<file path="src/rtl/exec_cdb_pkg.sv">
// exec_cdb_pkg: shared widths, CDB entry layout and output-register states for exec_cdb_arbiter
package exec_cdb_pkg;
  localparam int VAL_W = 64;
  localparam int CMD_W = 10;
  localparam int FLAG_W = 4;
  localparam int TAG_MAX_W = 8;
  localparam int SRC_MAX_W = 8;
  typedef enum logic [1:0] {CDB_IDLE, CDB_HOLD, CDB_FLOW} cdb_state_e;
  // tag/src sized for the widest build; the top slices to its parameterised widths
  typedef struct packed {
    logic [VAL_W-1:0] val;
    logic [CMD_W-1:0] commands;
    logic [TAG_MAX_W-1:0] tag;
    logic [FLAG_W-1:0] flags;
    logic [SRC_MAX_W-1:0] src;
  } cdb_entry_t;
endpackage

</file>
<file path="src/rtl/exec_cdb_arbiter_if.sv">
// exec_cdb_arbiter_if: execute-unit results in, one-hot grants out, CDB toward ROB/RS with backpressure
interface exec_cdb_arbiter_if #(
  parameter int NUM_UNITS = 4,
  parameter int TAG_W = 4
);
  import exec_cdb_pkg::*;
  localparam int SRC_W = $clog2(NUM_UNITS);
  logic [NUM_UNITS-1:0] unitValid_i;
  logic [NUM_UNITS*VAL_W-1:0] unitVal_i;
  logic [NUM_UNITS*CMD_W-1:0] unitCommands_i;
  logic [NUM_UNITS*TAG_W-1:0] unitTag_i;
  logic [NUM_UNITS*FLAG_W-1:0] unitFlags_i;
  logic [NUM_UNITS-1:0] canGo_o;
  logic cdbValid_o;
  logic [VAL_W-1:0] cdbVal_o;
  logic [CMD_W-1:0] cdbCommands_o;
  logic [TAG_W-1:0] cdbTag_o;
  logic [FLAG_W-1:0] cdbFlags_o;
  logic [SRC_W-1:0] cdbSrc_o;
  logic cdbReady_i;
  modport slave (
    input unitValid_i, unitVal_i, unitCommands_i, unitTag_i, unitFlags_i, cdbReady_i,
    output canGo_o, cdbValid_o, cdbVal_o, cdbCommands_o, cdbTag_o, cdbFlags_o, cdbSrc_o
  );
  modport master (
    output unitValid_i, unitVal_i, unitCommands_i, unitTag_i, unitFlags_i, cdbReady_i,
    input canGo_o, cdbValid_o, cdbVal_o, cdbCommands_o, cdbTag_o, cdbFlags_o, cdbSrc_o
  );
endinterface

</file>
<file path="src/rtl/rr_arbiter.sv">
// rr_arbiter: combinational round-robin pick of the first requester at or after ptr_i, with wrap
module rr_arbiter #(
  parameter int N = 4,
  localparam int IW = $clog2(N)
) (
  input logic [N-1:0] req_i,
  input logic [IW-1:0] ptr_i,
  input logic en_i,
  output logic [N-1:0] grant_o,
  output logic [IW-1:0] idx_o
);
  logic [IW-1:0] k;
  // walk offsets from farthest to nearest so the nearest requester is the last one written
  always_comb begin
    grant_o = '0;
    idx_o = '0;
    k = '0;
    for (int i = N - 1; i >= 0; i--) begin
      k = IW'((int'(ptr_i) + i) % N);
      if (en_i && req_i[k]) begin
        grant_o = '0;
        grant_o[k] = 1'b1;
        idx_o = k;
      end
    end
  end
endmodule

</file>
<file path="src/rtl/exec_cdb_arbiter.sv">
// exec_cdb_arbiter: round-robin collection of execute results onto a registered, backpressured CDB.
// Build option EXEC_CDB_PERF_CNT_EN adds saturating conflict/stall counters.
module exec_cdb_arbiter
  import exec_cdb_pkg::*;
#(
  parameter int NUM_UNITS = 4,
  parameter int ROBsize = 8,
  parameter int ROBsizeLog = $clog2(ROBsize + 1)
) (
  input logic clk_i,
  input logic reset_i,
  exec_cdb_arbiter_if.slave bus
`ifdef EXEC_CDB_PERF_CNT_EN
  ,
  output logic [31:0] perfConflict_o,
  output logic [31:0] perfStall_o
`endif
);
  localparam int IW = $clog2(NUM_UNITS);
  logic load, any, valid_q, valid_d, unused_bits;
  logic [NUM_UNITS-1:0] grant;
  logic [IW-1:0] idx, rr_q, rr_d;
  cdb_entry_t entry_q, entry_d;
  cdb_state_e state;
  assign load = ~valid_q | bus.cdbReady_i;
  rr_arbiter #(.N(NUM_UNITS)) u_rr (
    .req_i(bus.unitValid_i),
    .ptr_i(rr_q),
    .en_i(load & ~reset_i),
    .grant_o(grant),
    .idx_o(idx)
  );
  assign any = |grant;
  always_comb begin
    state = !valid_q ? CDB_IDLE : bus.cdbReady_i ? CDB_FLOW : CDB_HOLD;
    valid_d = state == CDB_HOLD ? valid_q : any;
    entry_d = any ? '{val: bus.unitVal_i[int'(idx)*VAL_W +: VAL_W],
                      commands: bus.unitCommands_i[int'(idx)*CMD_W +: CMD_W],
                      tag: TAG_MAX_W'(bus.unitTag_i[int'(idx)*ROBsizeLog +: ROBsizeLog]),
                      flags: bus.unitFlags_i[int'(idx)*FLAG_W +: FLAG_W],
                      src: SRC_MAX_W'(idx)} : entry_q;
    rr_d = any ? (idx == IW'(NUM_UNITS - 1) ? '0 : idx + 1'b1) : rr_q;
  end
  always_ff @(posedge clk_i) begin
    if (reset_i) begin
      valid_q <= 1'b0;
      entry_q <= '0;
      rr_q <= '0;
    end else begin
      valid_q <= valid_d;
      entry_q <= entry_d;
      rr_q <= rr_d;
    end
  end
  assign bus.canGo_o = grant;
  assign bus.cdbValid_o = valid_q;
  assign bus.cdbVal_o = entry_q.val;
  assign bus.cdbCommands_o = entry_q.commands;
  assign bus.cdbTag_o = entry_q.tag[ROBsizeLog-1:0];
  assign bus.cdbFlags_o = entry_q.flags;
  assign bus.cdbSrc_o = entry_q.src[IW-1:0];
  assign unused_bits = ^entry_q;
`ifdef EXEC_CDB_PERF_CNT_EN
  logic [31:0] conf_q, stall_q;
  always_ff @(posedge clk_i) begin
    if (reset_i) begin
      conf_q <= '0;
      stall_q <= '0;
    end else begin
      if ($countones(bus.unitValid_i) > 1 && conf_q != '1) conf_q <= conf_q + 32'd1;
      if (state == CDB_HOLD && stall_q != '1) stall_q <= stall_q + 32'd1;
    end
  end
  assign perfConflict_o = conf_q;
  assign perfStall_o = stall_q;
`endif
endmodule

</file>
<file path="src/flat_wrapper.sv">
// flat-port wrapper written by rule: the top's interface ports become plain ports
module exec_cdb_arbiter_flat import exec_cdb_pkg::*;
#(
  parameter int NUM_UNITS = 4,
  parameter int ROBsize = 8,
  parameter int ROBsizeLog = $clog2(ROBsize + 1)
)
  (clk_i, reset_i, bus_unitValid_i, bus_unitVal_i, bus_unitCommands_i, bus_unitTag_i, bus_unitFlags_i, bus_cdbReady_i, bus_canGo_o, bus_cdbValid_o, bus_cdbVal_o, bus_cdbCommands_o, bus_cdbTag_o, bus_cdbFlags_o, bus_cdbSrc_o);
  exec_cdb_arbiter_if #(.NUM_UNITS(NUM_UNITS), .TAG_W((4))) bus_i ();
  input logic clk_i;
  input logic reset_i;
  input wire logic [$bits(bus_i.unitValid_i)-1:0] bus_unitValid_i;
  input wire logic [$bits(bus_i.unitVal_i)-1:0] bus_unitVal_i;
  input wire logic [$bits(bus_i.unitCommands_i)-1:0] bus_unitCommands_i;
  input wire logic [$bits(bus_i.unitTag_i)-1:0] bus_unitTag_i;
  input wire logic [$bits(bus_i.unitFlags_i)-1:0] bus_unitFlags_i;
  input wire logic [$bits(bus_i.cdbReady_i)-1:0] bus_cdbReady_i;
  output wire logic [$bits(bus_i.canGo_o)-1:0] bus_canGo_o;
  output wire logic [$bits(bus_i.cdbValid_o)-1:0] bus_cdbValid_o;
  output wire logic [$bits(bus_i.cdbVal_o)-1:0] bus_cdbVal_o;
  output wire logic [$bits(bus_i.cdbCommands_o)-1:0] bus_cdbCommands_o;
  output wire logic [$bits(bus_i.cdbTag_o)-1:0] bus_cdbTag_o;
  output wire logic [$bits(bus_i.cdbFlags_o)-1:0] bus_cdbFlags_o;
  output wire logic [$bits(bus_i.cdbSrc_o)-1:0] bus_cdbSrc_o;
  assign bus_i.unitValid_i = bus_unitValid_i;
  assign bus_i.unitVal_i = bus_unitVal_i;
  assign bus_i.unitCommands_i = bus_unitCommands_i;
  assign bus_i.unitTag_i = bus_unitTag_i;
  assign bus_i.unitFlags_i = bus_unitFlags_i;
  assign bus_i.cdbReady_i = bus_cdbReady_i;
  assign bus_canGo_o = bus_i.canGo_o;
  assign bus_cdbValid_o = bus_i.cdbValid_o;
  assign bus_cdbVal_o = bus_i.cdbVal_o;
  assign bus_cdbCommands_o = bus_i.cdbCommands_o;
  assign bus_cdbTag_o = bus_i.cdbTag_o;
  assign bus_cdbFlags_o = bus_i.cdbFlags_o;
  assign bus_cdbSrc_o = bus_i.cdbSrc_o;
  exec_cdb_arbiter #(.NUM_UNITS(NUM_UNITS), .ROBsize(ROBsize), .ROBsizeLog(ROBsizeLog)) u_core (.clk_i(clk_i), .reset_i(reset_i), .bus(bus_i));
endmodule
</file>
<file path="config.mk">
export PLATFORM = sky130hd
export DESIGN_NAME = exec_cdb_arbiter_flat
export DESIGN_NICKNAME = d
export VERILOG_FILES = /design/src/rtl/exec_cdb_pkg.sv /design/src/rtl/exec_cdb_arbiter_if.sv /design/src/rtl/rr_arbiter.sv /design/src/rtl/exec_cdb_arbiter.sv /design/src/flat_wrapper.sv
export SDC_FILE = /design/constraint.sdc
export NUM_CORES = 1
export LEC_CHECK = 0
export ABC_AREA = 1
export ABC_CLOCK_PERIOD_IN_PS = 5400
export BUFFER_PORTS_ARGS = -buffer_cell sky130_fd_sc_hd__buf_2
export CAP_MARGIN = 20
export CELL_PAD_IN_SITES_DETAIL_PLACEMENT = 1
export CELL_PAD_IN_SITES_GLOBAL_PLACEMENT = 2
export CORE_MARGIN = 2
export CORE_UTILIZATION = 21
export DETAILED_ROUTE_END_ITERATION = 8
export PLACE_DENSITY_LB_ADDON = 0.1
export SYNTH_ARGS = -nofsm -noshare
export SYNTH_HDL_FRONTEND = slang
export SYNTH_SLANG_ARGS = --single-unit
</file>
<file path="constraint.sdc">
create_clock -name clk_i -period 5.4 [get_ports clk_i]
set_input_delay 0.54 -clock clk_i [delete_from_list [all_inputs] [get_ports clk_i]]
set_output_delay 0.54 -clock clk_i [all_outputs]
set_load 0.02 [all_outputs]
</file>
* Word level (Yosys, flattened, before mapping) *
Cells that the tools add are included.

operators by class
  add/sub/neg operators = 4
  multipliers = 1
  magnitude comparators = 8
  equal/unequal tests = 2
  shift-type cells = 4
  muxes and demuxes = 27
  bitwise operators = 4
  reduce and logical (&&, ||, !) cells = 9

operators with widths
  kind                 count
  $shiftx 256x9->64    1
  $shiftx 40x32->10    1
  $shiftx 16x5->4      2
  $mux 4               4
  $mux 2               7
  $lt 2x3->1 const B   4
  $bmux 1 s2           4
  $demux 1 s2          4
  $ge 2x1->1 const B   4
  $logic_and 1x1->1    8
  $mux 1               8
  $mul 2x3->5 const B  1
  $add 2x1->2 const B  2
  $add 2x2->2 const B  2
  $reduce_or 4->1      1
  $eq 2x1->1 const B   1
  $eq 2x2->1 const B   1
  $not 1->1            2
  $and 1x1->1          1
  $or 1x1->1           1

word-level totals
  register bits = 87
  input bits = 335
  output and inout port bits = 89
  logic and storage cells = 66

* Depth between registers and ports, before layout *
Gate-level depths: netlist (run 1).

  word-level depth = 10
  depth in mapped cells = 17
  depth with buffers taken out = 15

* Cells and area by module *
Synthesis (run 1) repeated with hierarchy kept, for this count alone.

second synthesis, totals
  cell total of the unflattened synthesis = 1116
  area, all modules = 6725.2 µm²

by module, submodules not included
  module            times used  cells each  area an instance (µm²)  seq. area each (µm²)
  exec_cdb_arbiter  1           1022        6223.5                  1741.7
  rr_arbiter        1           94          501.7                   0.0

* Least setup slack after synthesis (run 1) *
OpenSTA, ideal clock, no wires.

  path kind = flip-flop to flip-flop
  from = reg u_core.rr_q[0]
  to = reg u_core.rr_q[0]
  arrival = 2464 ps
  required time = 5336 ps
  slack = 2873 ps
  stages on the path, launching flop included = 17
  buffers on the path = 3
  cells stage by stage = dfxtp_1 inv_2 ha_1 inv_1 nand3_1 nand3_2 buf_6 nand2_1 nand2_1 nand2_1 buf_2 buf_2 ha_1 or2_0 o21ai_0 nand2_1 nor2_1

on the way
  cells in the longest elaborated chain, start to end = 10
  elaborated cells on any way between the ends = 47

RTL lines
  item                                       line                    text
  start, declared                            exec_cdb_arbiter.sv:22  logic [IW-1:0] idx, rr_q, rr_d;
  start signal, assigned                     exec_cdb_arbiter.sv:52  rr_q <= rr_d;
  $add 2x2->2                                rr_arbiter.sv:19        k = IW'((int'(ptr_i) + i) % N);
  $bmux 1 s2                                 rr_arbiter.sv:20        if (en_i && req_i[k]) begin
  $mux 1 (not written as such)               rr_arbiter.sv:20
  $logic_and 1x1->1                          rr_arbiter.sv:20
  $mux 2 (3 in a row)                        rr_arbiter.sv:20
  $mux 2 *                                   rr_arbiter.sv:20
  via u_core.idx[0]                          exec_cdb_arbiter.sv:22
  $add 2x1->2 or $eq 2x2->1 (tied branches)  exec_cdb_arbiter.sv:42  rr_d = any ? (idx == IW'(NUM_UNITS - 1) ? '0 : idx + 1'b1) : rr_q;
  $mux 2 *                                   exec_cdb_arbiter.sv:42

The timed path passes the listed nets; every way through them passes the cells marked *. The select of a mux whose other input is x is not followed.
A chain may end at the register's enable or synchronous reset.

* Worst setup path after layout (run 1) *
  from = reg u_core.rr_q[0]
  to = reg u_core.entry_q, in the netlist u_core.bus.cdbVal_o[60]

on the way
  cells in the longest elaborated chain, start to end = 10
  elaborated cells on any way between the ends = 45

RTL lines
  item                                                                  line                    text
  parallel branches: the longest is 10 deep, another holds $add 2x2->2  --
  end signal, assigned                                                  exec_cdb_arbiter.sv:51  entry_q <= entry_d;
  end, declared                                                         exec_cdb_arbiter.sv:23  cdb_entry_t entry_q, entry_d;

Several ways; the timed one is not identified. The select of a mux whose other input is x is not followed.

==> results of run 1 <==
-- report_power, final --
part	total [mW]	leakage, nW	internal [mW]	switching, mW
Sequential	1.06	0.724	0.923	0.139
Combinational	5.37	5.32	1.64	3.72
Clock	0.678	0.145	0.382	0.296
-- cells in the final DEF (no fill, tap or decap), drive strengths merged --
cell type and n:
dfxtp 87, nor2 182, clkinv 3, nand3 189, nand2 786, buf 437
clkinvlp 1, nand3b 1, bufinv 1, o21ai 1, clkbuf 12, diode 9
ha 9, or2 1, inv 104, a21oi 2
-- worst paths after layout --
path | slack, ns | endpoint | startpoint | depth (start not counted)
worst max-delay path | 1.71 | u_core.bus.cdbVal_o[60] | u_core.rr_q[0] | 16
worst min-delay path | 0.43 | u_core.bus.cdbValid_o | reset_i | 2
worst max register to register | 1.71 | u_core.bus.cdbVal_o[60] | u_core.rr_q[0] | 16
worst min register to register | 0.51 | u_core.bus.cdbVal_o[46] | u_core.bus.cdbVal_o[46] | 4
-- state kept, by name, indices dropped and copies added (netlist names) --
| register | count |
|---|---|
| u_core.bus.cdbCommands_o | 10 |
| u_core.bus.cdbFlags_o | 4 |
| u_core.bus.cdbSrc_o | 2 |
| u_core.bus.cdbTag_o | 4 |
| u_core.bus.cdbVal_o | 64 |
| u_core.bus.cdbValid_o | 1 |
| u_core.rr_q | 2 |
-- cell type report --
type,instances,area [sq um]
clock buffers,12,256
repair buffers,437,2230
flip-flops and latches,87,1740
fillers,4877,25200
inverters,106,400
multi-input cells,1171,4850
clock inverters,3,42.5
well taps,461,577
diodes,9,22.5
-- worst register-to-register path, stage by stage (launching register included) --
cell	delay (ns)
sky130_fd_sc_hd__dfxtp_1	0.59
sky130_fd_sc_hd__inv_2	0.19
sky130_fd_sc_hd__ha_1	0.39
sky130_fd_sc_hd__inv_1	0.12
sky130_fd_sc_hd__nand3_1	0.11
sky130_fd_sc_hd__nand3_2	0.26
sky130_fd_sc_hd__nand2_1	0.09
sky130_fd_sc_hd__nand2_1	0.10
sky130_fd_sc_hd__nand2_4	0.07
sky130_fd_sc_hd__nand2_4	0.60
sky130_fd_sc_hd__buf_4	0.51
sky130_fd_sc_hd__nand2_1	0.19
sky130_fd_sc_hd__nand2_1	0.11
sky130_fd_sc_hd__nand2_1	0.05
sky130_fd_sc_hd__nand2_1	0.09
sky130_fd_sc_hd__nor2_2	0.04
sky130_fd_sc_hd__nor2_2	0.10
-- logic make-up after synthesis --
logic type / count (synthesis) / synth area share [%]
compound gates: 3 / 0.351
fa+ha+maj: 9 / 1.50
buf+inv: 205 / 12.4
flops: 87 / 23.3
simple gates: 1159 / 62.4
-- through the flow --
step	hold WS, ns	setup slack (ns)	instances	cell area, sq um
detailed placement	0.506	1.71	2262	9800
global route	0.436	1.34	2282	10100
finish	0.430	1.71	2286	10100
floorplan	0.577	2.87	1463	7490
CTS	0.416	1.67	2277	10100
global placement	0.496	1.81	2262	9800
-- metal layers --
| layer | vias to the layer above | share of wire [%] | track usage (%) | wire length (microns) |
|---|---|---|---|---|
| met5 | - | 0.29 | 0 | 103 |
| met1 | 4317 | 42 | 21.6 | 14900 |
| met2 | 249 | 48 | 32.5 | 16800 |
| met4 | 18 | 1.6 | 4.90 | 574 |
| li1 | 5105 | - | - | - |
| met3 | 42 | 7.6 | 5.64 | 2680 |
==> impl_results.rst, run 1 <==
.. list-table::
   :header-rows: 1

   * - Metric
     - Value
   * - Vias per cell
     - 4.26
   * - Drt first pass iters
     - 4
   * - Gr ovfl total
     - 0
   * - Vias in the first global route
     - 9,754
   * - Flops & latches, synth
     - 87
   * - Setup repair bufs after CTS
     - 0
   * - Kind of launch point of the worst setup path
     - flop
   * - CTS tree
     - done
   * - Post-synth ARST share
     - 0%
   * - Buffer and inverter count on the worst path
     - 3
   * - IO Pins
     - 424
   * - Number of nets in the synthesized netlist
     - 1,807
   * - Die X
     - 193 microns
   * - TNS Setup
     - 0 ns
   * - TritonCTS Buffers
     - 9
   * - Routability Congestion
     - 0.773
   * - Chip height
     - 193 microns
   * - Worst Max-Slew Pin Slew
     - 1.09 ns
   * - Cell with the most instances after synthesis
     - sky130_fd_sc_hd__nand2_1
   * - Utilization after layout
     - 28.7%
   * - Worst min path class
     - in -> reg
   * - Number of clock sinks
     - 87
   * - Required @ worst endpoint
     - 5.70 ns
   * - Fmax
     - 0.271 GHz
   * - Count of routing violations after the opening detailed-route iteration
     - 355
   * - Final count of hold timing violations
     - 0
   * - Total power per unit cell area
     - 702 mW/mm^2
   * - Sum of routed wire length over all layers
     - 35.1 mm
   * - P_leak
     - 6.19 nW
   * - Critical path capture point type
     - flop
   * - Flip-flop cell with the highest count after synthesis
     - sky130_fd_sc_hd__dfxtp_1
   * - Post-route DRC violation count
     - 0
   * - Most frequent cells after synthesis
     - sky130_fd_sc_hd__nand2_1, sky130_fd_sc_hd__nand3_1, sky130_fd_sc_hd__nor2_1
   * - Total power of the final layout
     - 7.11 mW
   * - Hold-fix buffers at CTS
     - 0
   * - Shortest clock period the worst path allows after layout
     - 3.69 ns
   * - Cell variety after synth
     - 23
   * - Area of the core
     - 0.0353 sq mm
   * - Count of antenna-violating nets left after detailed routing
     - 0
   * - Largest buffer count on any clock path
     - 2
   * - Critical path class
     - reg -> reg
   * - Mapped cell area
     - 0.00749 sq mm
   * - Delay of the slowest cell on the worst path
     - 0.60 ns
   * - Worst vdd rail ir drop
     - 0.521 mV
   * - Worst-path cell chain
     - inv_2 -> ha_1 -> inv_1 -> nand3_1 -> nand3_2 -> nand2_1 -> nand2_1 -> nand2_4 -> nand2_4 -> buf_4 -> nand2_1 -> nand2_1 -> nand2_1 -> nand2_1 -> nor2_2 -> nor2_2
   * - Area share of the leading cell type in the synthesized netlist
     - 39.3%
   * - Pin count of the biggest net entering global routing
     - 96
   * - Cts repair resizes
     - 0
   * - Initial standard-cell utilization of the core
     - 21.2%
   * - Clock Skew
     - 0.00766 ns
   * - Number of rows created at floorplan
     - 69
   * - Crit path max-delay cell type
     - sky130_fd_sc_hd__nand2_4
   * - Maximum net fanout on the critical path
     - 65
   * - Fraction of final layout cells sized beyond drive strength 1
     - 26.8%
   * - Most frequent CP cell
     - sky130_fd_sc_hd__nand2_1
   * - Die outline area
     - 0.0372 sq mm
   * - Cell family with most CP delay
     - simple AND/OR/NAND/NOR gates
   * - First-pass GRT wire length
     - 53.3 mm
   * - Worst-path clk slew
     - 0.07 ns
   * - Number of levels in the clock H-tree
     - 3
   * - Number of cells produced by synthesis
     - 1,463
   * - Run status
     - finished clean
   * - Net count of the finished layout
     - 2,156
   * - Biggest area contributors in the synthesized netlist
     - sky130_fd_sc_hd__nand2_1, sky130_fd_sc_hd__dfxtp_1, sky130_fd_sc_hd__nand3_1
   * - Crit share post-route
     - 68.3%
   * - Arrival time at the worst endpoint
     - 3.99 ns
   * - Total half-perimeter wirelength after legalization and detailed placement
     - 25.9 mm
   * - Number of setup violations in the final report
     - 0
   * - Leading area contributor after synthesis
     - sky130_fd_sc_hd__nand2_1
   * - Worst relative slew slack
     - 27.4%
   * - Area growth, synth to finish
     - 35.1%
   * - Overall routing resource usage
     - 18.5%
   * - RSZ-0062 raised after global routing
     - false
   * - Number of warnings printed during yosys synthesis
     - 0
   * - Number of max-slew violations in the final report
     - 0
   * - Count of buffers inserted at the top-level ports
     - 423
   * - Number of enable-type register cells in the synthesized netlist
     - 0
   * - CTS Root Cell
     - sky130_fd_sc_hd__clkbuf_16
   * - Via count of the routed design
     - 9,731
   * - Proportion of synthesized chip area in sequential cells
     - 23.3%
   * - Avg Cell Area, Syn
     - 5.12 sq um
   * - Max cap viols
     - 0
   * - Routed length per instance
     - 15.3 microns
   * - Number of antenna violations at the first check in global routing
     - 18
   * - Clock latency on the worst-skew pair
     - 0.36 ns
(Power assumes the default switching activity.)
==> run 2: changes to the inputs <==
- ABC_AREA: 1 -> 0
- ABC_CLOCK_PERIOD_IN_PS: 5400 -> 3700
- CORE_UTILIZATION: 21 -> 19
- clock period: 5.4 -> 3.7 ns (I/O delays scaled with it)
==> run 2 against run 1 <==
  * Global-route usage is 0.28 points higher
  * Core utilization down 0.13 points
  * Worst hold slack lost 0.047 ns
  * Clock skew rose by 0.0077 ns
  * Sequential cell count stayed put
  * Die area shrank 13%
  * Cell count is 23% lower
  * Fmax is 10% higher
==> impl_results.rst, run 2 <==
.. list-table::
   :header-rows: 1

   * - Metric
     - Value
   * - Cell Int Power
     - 3.63 mW (+23%)
   * - Biggest area contributors in the synthesized netlist
     - sky130_fd_sc_hd__dfxtp_1, sky130_fd_sc_hd__nand2_1, sky130_fd_sc_hd__nand3_1
   * - Clock Skew
     - 0.0154 ns (+0.00772 ns)
   * - Critical path capture point type
     - flop
   * - First-pass GRT wire length
     - 48.0 mm (-9.9%)
   * - TritonCTS Buffers
     - 9 (unchanged)
   * - IO Pins
     - 424 (unchanged)
   * - Number of enable-type register cells in the synthesized netlist
     - 0 (unchanged)
   * - Kind of launch point of the worst setup path
     - flop
   * - Crit share post-route
     - 90.4% (+22 points)
   * - Count of buffers inserted at the top-level ports
     - 423 (unchanged)
   * - Fmax
     - 0.299 GHz (+10%)
   * - Final count of hold timing violations
     - 0 (unchanged)
   * - Startpoint of the lowest-slack register-to-register path
     - u_core.rr_q[1]
   * - Startpoint of the lowest-slack hold path
     - bus_cdbReady_i
   * - Worst r2r dst
     - u_core.bus.cdbVal_o[45]
   * - Avg Cell Area, Syn
     - 6.00 sq um (+17%)
   * - Overall routing resource usage
     - 18.8% (+0.28 points)
   * - Worst vdd rail ir drop
     - 0.352 mV (-32%)
   * - CTS Root Cell
     - sky130_fd_sc_hd__clkbuf_16
   * - Clock latency on the worst-skew pair
     - 0.35 ns (about the same)
   * - Cell with the most instances after synthesis
     - sky130_fd_sc_hd__nand2_1
   * - Number of clock sinks
     - 87 (unchanged)
   * - Via count of the routed design
     - 7,914 (-19%)
   * - Delay of the slowest cell on the worst path
     - 0.51 ns (-0.09 ns)
   * - Chip height
     - 180 microns (-6.5%)
   * - RSZ-0062 raised after global routing
     - false
   * - Worst Max-Slew Pin Slew
     - 0.916 ns (-0.173 ns)
   * - Vias in the first global route
     - 8,066 (-17%)
   * - Worst min path class
     - in -> reg
   * - Number of warnings printed during yosys synthesis
     - 0 (unchanged)
   * - Hold-critical path depth
     - 4 (+2)
   * - Required @ worst endpoint
     - 3.97 ns (-1.73 ns)
   * - Cell variety after synth
     - 33 (+43%)
   * - Area growth, synth to finish
     - 47.9%
   * - Hold-fix buffers at CTS
     - 0 (unchanged)
   * - Worst-path cell chain
     - inv_1 -> ha_1 -> mux4_2 -> nor2b_1 -> nor3b_2 -> a31o_2 -> a2111oi_4 -> buf_12 -> nand2_1 -> a21oi_1
   * - Number of setup violations in the final report
     - 0 (unchanged)
   * - Count of antenna-violating nets left after detailed routing
     - 0 (unchanged)
   * - Most frequent cells after synthesis
     - sky130_fd_sc_hd__nand2_1, sky130_fd_sc_hd__nand3_1, sky130_fd_sc_hd__a21oi_1
   * - Worst-path clk slew
     - 0.07 ns (about the same)
   * - Flip-flop count of the largest register after layout
     - 64 (unchanged)
   * - Number of max-slew violations in the final report
     - 0 (unchanged)
   * - Area share of the leading cell type in the synthesized netlist
     - 29.5% (-9.8 points)
   * - Total half-perimeter wirelength after legalization and detailed placement
     - 22.8 mm (-12%)
   * - Drt first pass iters
     - 4 (unchanged)
   * - Cts repair resizes
     - 0 (unchanged)
   * - Critical path class
     - reg -> reg
   * - Cells after DPL
     - 1,732 (-23%)
   * - Filler instances
     - 4,010 (-18%)
   * - Post-synth ARST share
     - 0% (unchanged)
   * - Number of cells produced by synthesis
     - 983 (-33%)
   * - Worst relative slew slack
     - 38.9% (+12 points)
   * - Max cap viols
     - 0 (unchanged)
   * - Routability Congestion
     - 0.718 (-7.0%)
   * - Count of routing violations after the opening detailed-route iteration
     - 240 (-32%)
   * - Flip-flop cell with the highest count after synthesis
     - sky130_fd_sc_hd__dfxtp_1
   * - Worst setup path startpoint
     - u_core.rr_q[1]
   * - Maximum net fanout on the critical path
     - 47 (-28%)
   * - Flops & latches, synth
     - 87 (unchanged)
   * - Total net switching power
     - 3.92 mW (-5.6%)
   * - Most common cell after layout, fill and taps aside
     - sky130_fd_sc_hd__buf_2
   * - Area of the core
     - 0.0306 sq mm (-13%)
   * - Leading area contributor after synthesis
     - sky130_fd_sc_hd__dfxtp_1
   * - Net count of the finished layout
     - 1,691 (-22%)
   * - Proportion of synthesized chip area in sequential cells
     - 29.5% (+6.3 points)
   * - Fraction of final layout cells sized beyond drive strength 1
     - 34.6% (+7.9 points)
   * - Post-route DRC violation count
     - 0 (unchanged)
   * - Switching share of power
     - 51.9% (-6.6 points)
   * - Post-route non-filler standard cell count
     - 1,757 (-23%)
   * - Initial standard-cell utilization of the core
     - 19.3% (-1.9 points)
   * - Cell family with most CP delay
     - compound AO/OA/AOI/OAI gates
   * - Number of levels in the clock H-tree
     - 3 (unchanged)
   * - Register-to-Register Setup Slack
     - 0.35 ns (-1.36 ns)
   * - CTS tree
     - done
   * - Number of antenna violations at the first check in global routing
     - 15 (-3)
   * - Sum of routed wire length over all layers
     - 31.4 mm (-10%)
   * - Number of nets in the synthesized netlist
     - 1,327 (-27%)
   * - Worst-case reg-to-reg path depth
     - 10 (-6)
   * - Pin count of the biggest net entering global routing
     - 91 (-5.2%)
   * - Run status
     - finished clean
   * - Largest buffer count on any clock path
     - 2 (unchanged)
   * - Die X
     - 180 microns (-6.5%)
   * - Clock network fraction of total power
     - 13.6% (+4.1 points)
   * - Total power per unit cell area
     - 866 mW/mm^2 (+23%)
   * - TNS Setup
     - 0 ns (unchanged)
   * - Total power of the final layout
     - 7.56 mW (+6.3%)
   * - Register share of total power
     - 22.0% (+7.1 points)
   * - Die outline area
     - 0.0325 sq mm (-13%)
   * - Setup repair bufs after CTS
     - 0 (unchanged)
   * - Routed length per instance
     - 17.9 microns (+17%)
   * - Number of rows created at floorplan
     - 64 (-7.2%)
   * - WHS Endpoint
     - u_core.bus.cdbValid_o
   * - Vias per cell
     - 4.50 (+5.8%)
   * - Comb pwr share
     - 64.4% (-11 points)
   * - Hold WS
     - 0.383 ns (-0.0472 ns)
   * - Crit path max-delay cell type
     - sky130_fd_sc_hd__mux4_2
   * - Buffer and inverter count on the worst path
     - 2 (-1)
   * - Leading cell types in the layout, fill and taps excluded
     - sky130_fd_sc_hd__buf_2, sky130_fd_sc_hd__nand2_1, sky130_fd_sc_hd__nand3_1, sky130_fd_sc_hd__a21oi_1, sky130_fd_sc_hd__dfxtp_1
   * - Shortest clock period the worst path allows after layout
     - 3.35 ns (-0.343 ns)
   * - Gr ovfl total
     - 0 (unchanged)
   * - Arrival time at the worst endpoint
     - 3.62 ns (-0.37 ns)
   * - Mapped cell area
     - 0.00590 sq mm (-21%)
   * - P_leak
     - 4.37 nW (-29%)
## run 2: cell families after synthesis
kind of cell,synth area share [%]
compound gates,10.1
fa+ha+maj,1.91
buf+inv,7.00
flops,29.5
mux,2.06
simple gates,49.4
## run 2: how the worst max path moves through the flow
stage	endpoint	depth (start not counted)	slack (ns)
floorplan	u_core.bus.cdbVal_o[36]	12	0.50
finish	u_core.bus.cdbVal_o[45]	10	0.35
global route	u_core.bus.cdbCommands_o[0]	10	0.07
global placement	u_core.rr_q[0]	10	0.40
detailed placement	u_core.rr_q[0]	10	0.33
CTS	bus_canGo_o[2]	8	0.28
## run 2: layout make-up
type	count	area, sq um	area share, %
flip-flops and latches	87	1740	20.0
repair buffers	438	2360	27.0
clock inverters	5	82.6	0.946
multi-input cells	804	3770	43.1
well taps	396	495	5.68
clock buffers	11	233	2.67
diodes	9	22.5	0.258
inverters	7	30.0	0.344
## run 2: through the flow
step	cell area, sq um	utilization [%]	setup WS (ns)
3_5_place_dp	8390	27.4	0.327
3_3_place_gp	8390	27.4	0.396
5_1_grt	8720	28.5	0.0703
6_report	8730	28.5	0.354
4_1_cts	8710	28.5	0.280
2_1_floorplan	5900	-	0.502
## run 2: layer usage
metal  track usage [%]  up-vias  share of wire (%)
li1                  -     4004                  -
met1              22.2     3627                 42
met2              33.1      234                 50
met3              4.67       37                6.1
met4              6.03       12                1.7
met5                 0        -               0.27
## run 2: worst min-delay path: cells and delay by family
family,cells,cell delay (ns)
buffers and inverters,1,0.07
and+or+nand+nor,3,0.23
## run 2: power groups by stage
stage / Sequential [mW] / Clock, mW / Combinational, mW
floorplan: 2.25 / 0 / 2.65
global placement: 1.67 / 0 / 5.00
detailed placement: 1.69 / 0 / 5.01
CTS: 1.67 / 1.07 / 5.01
global route: 1.73 / 1.10 / 5.43
finish: 1.66 / 1.03 / 4.87
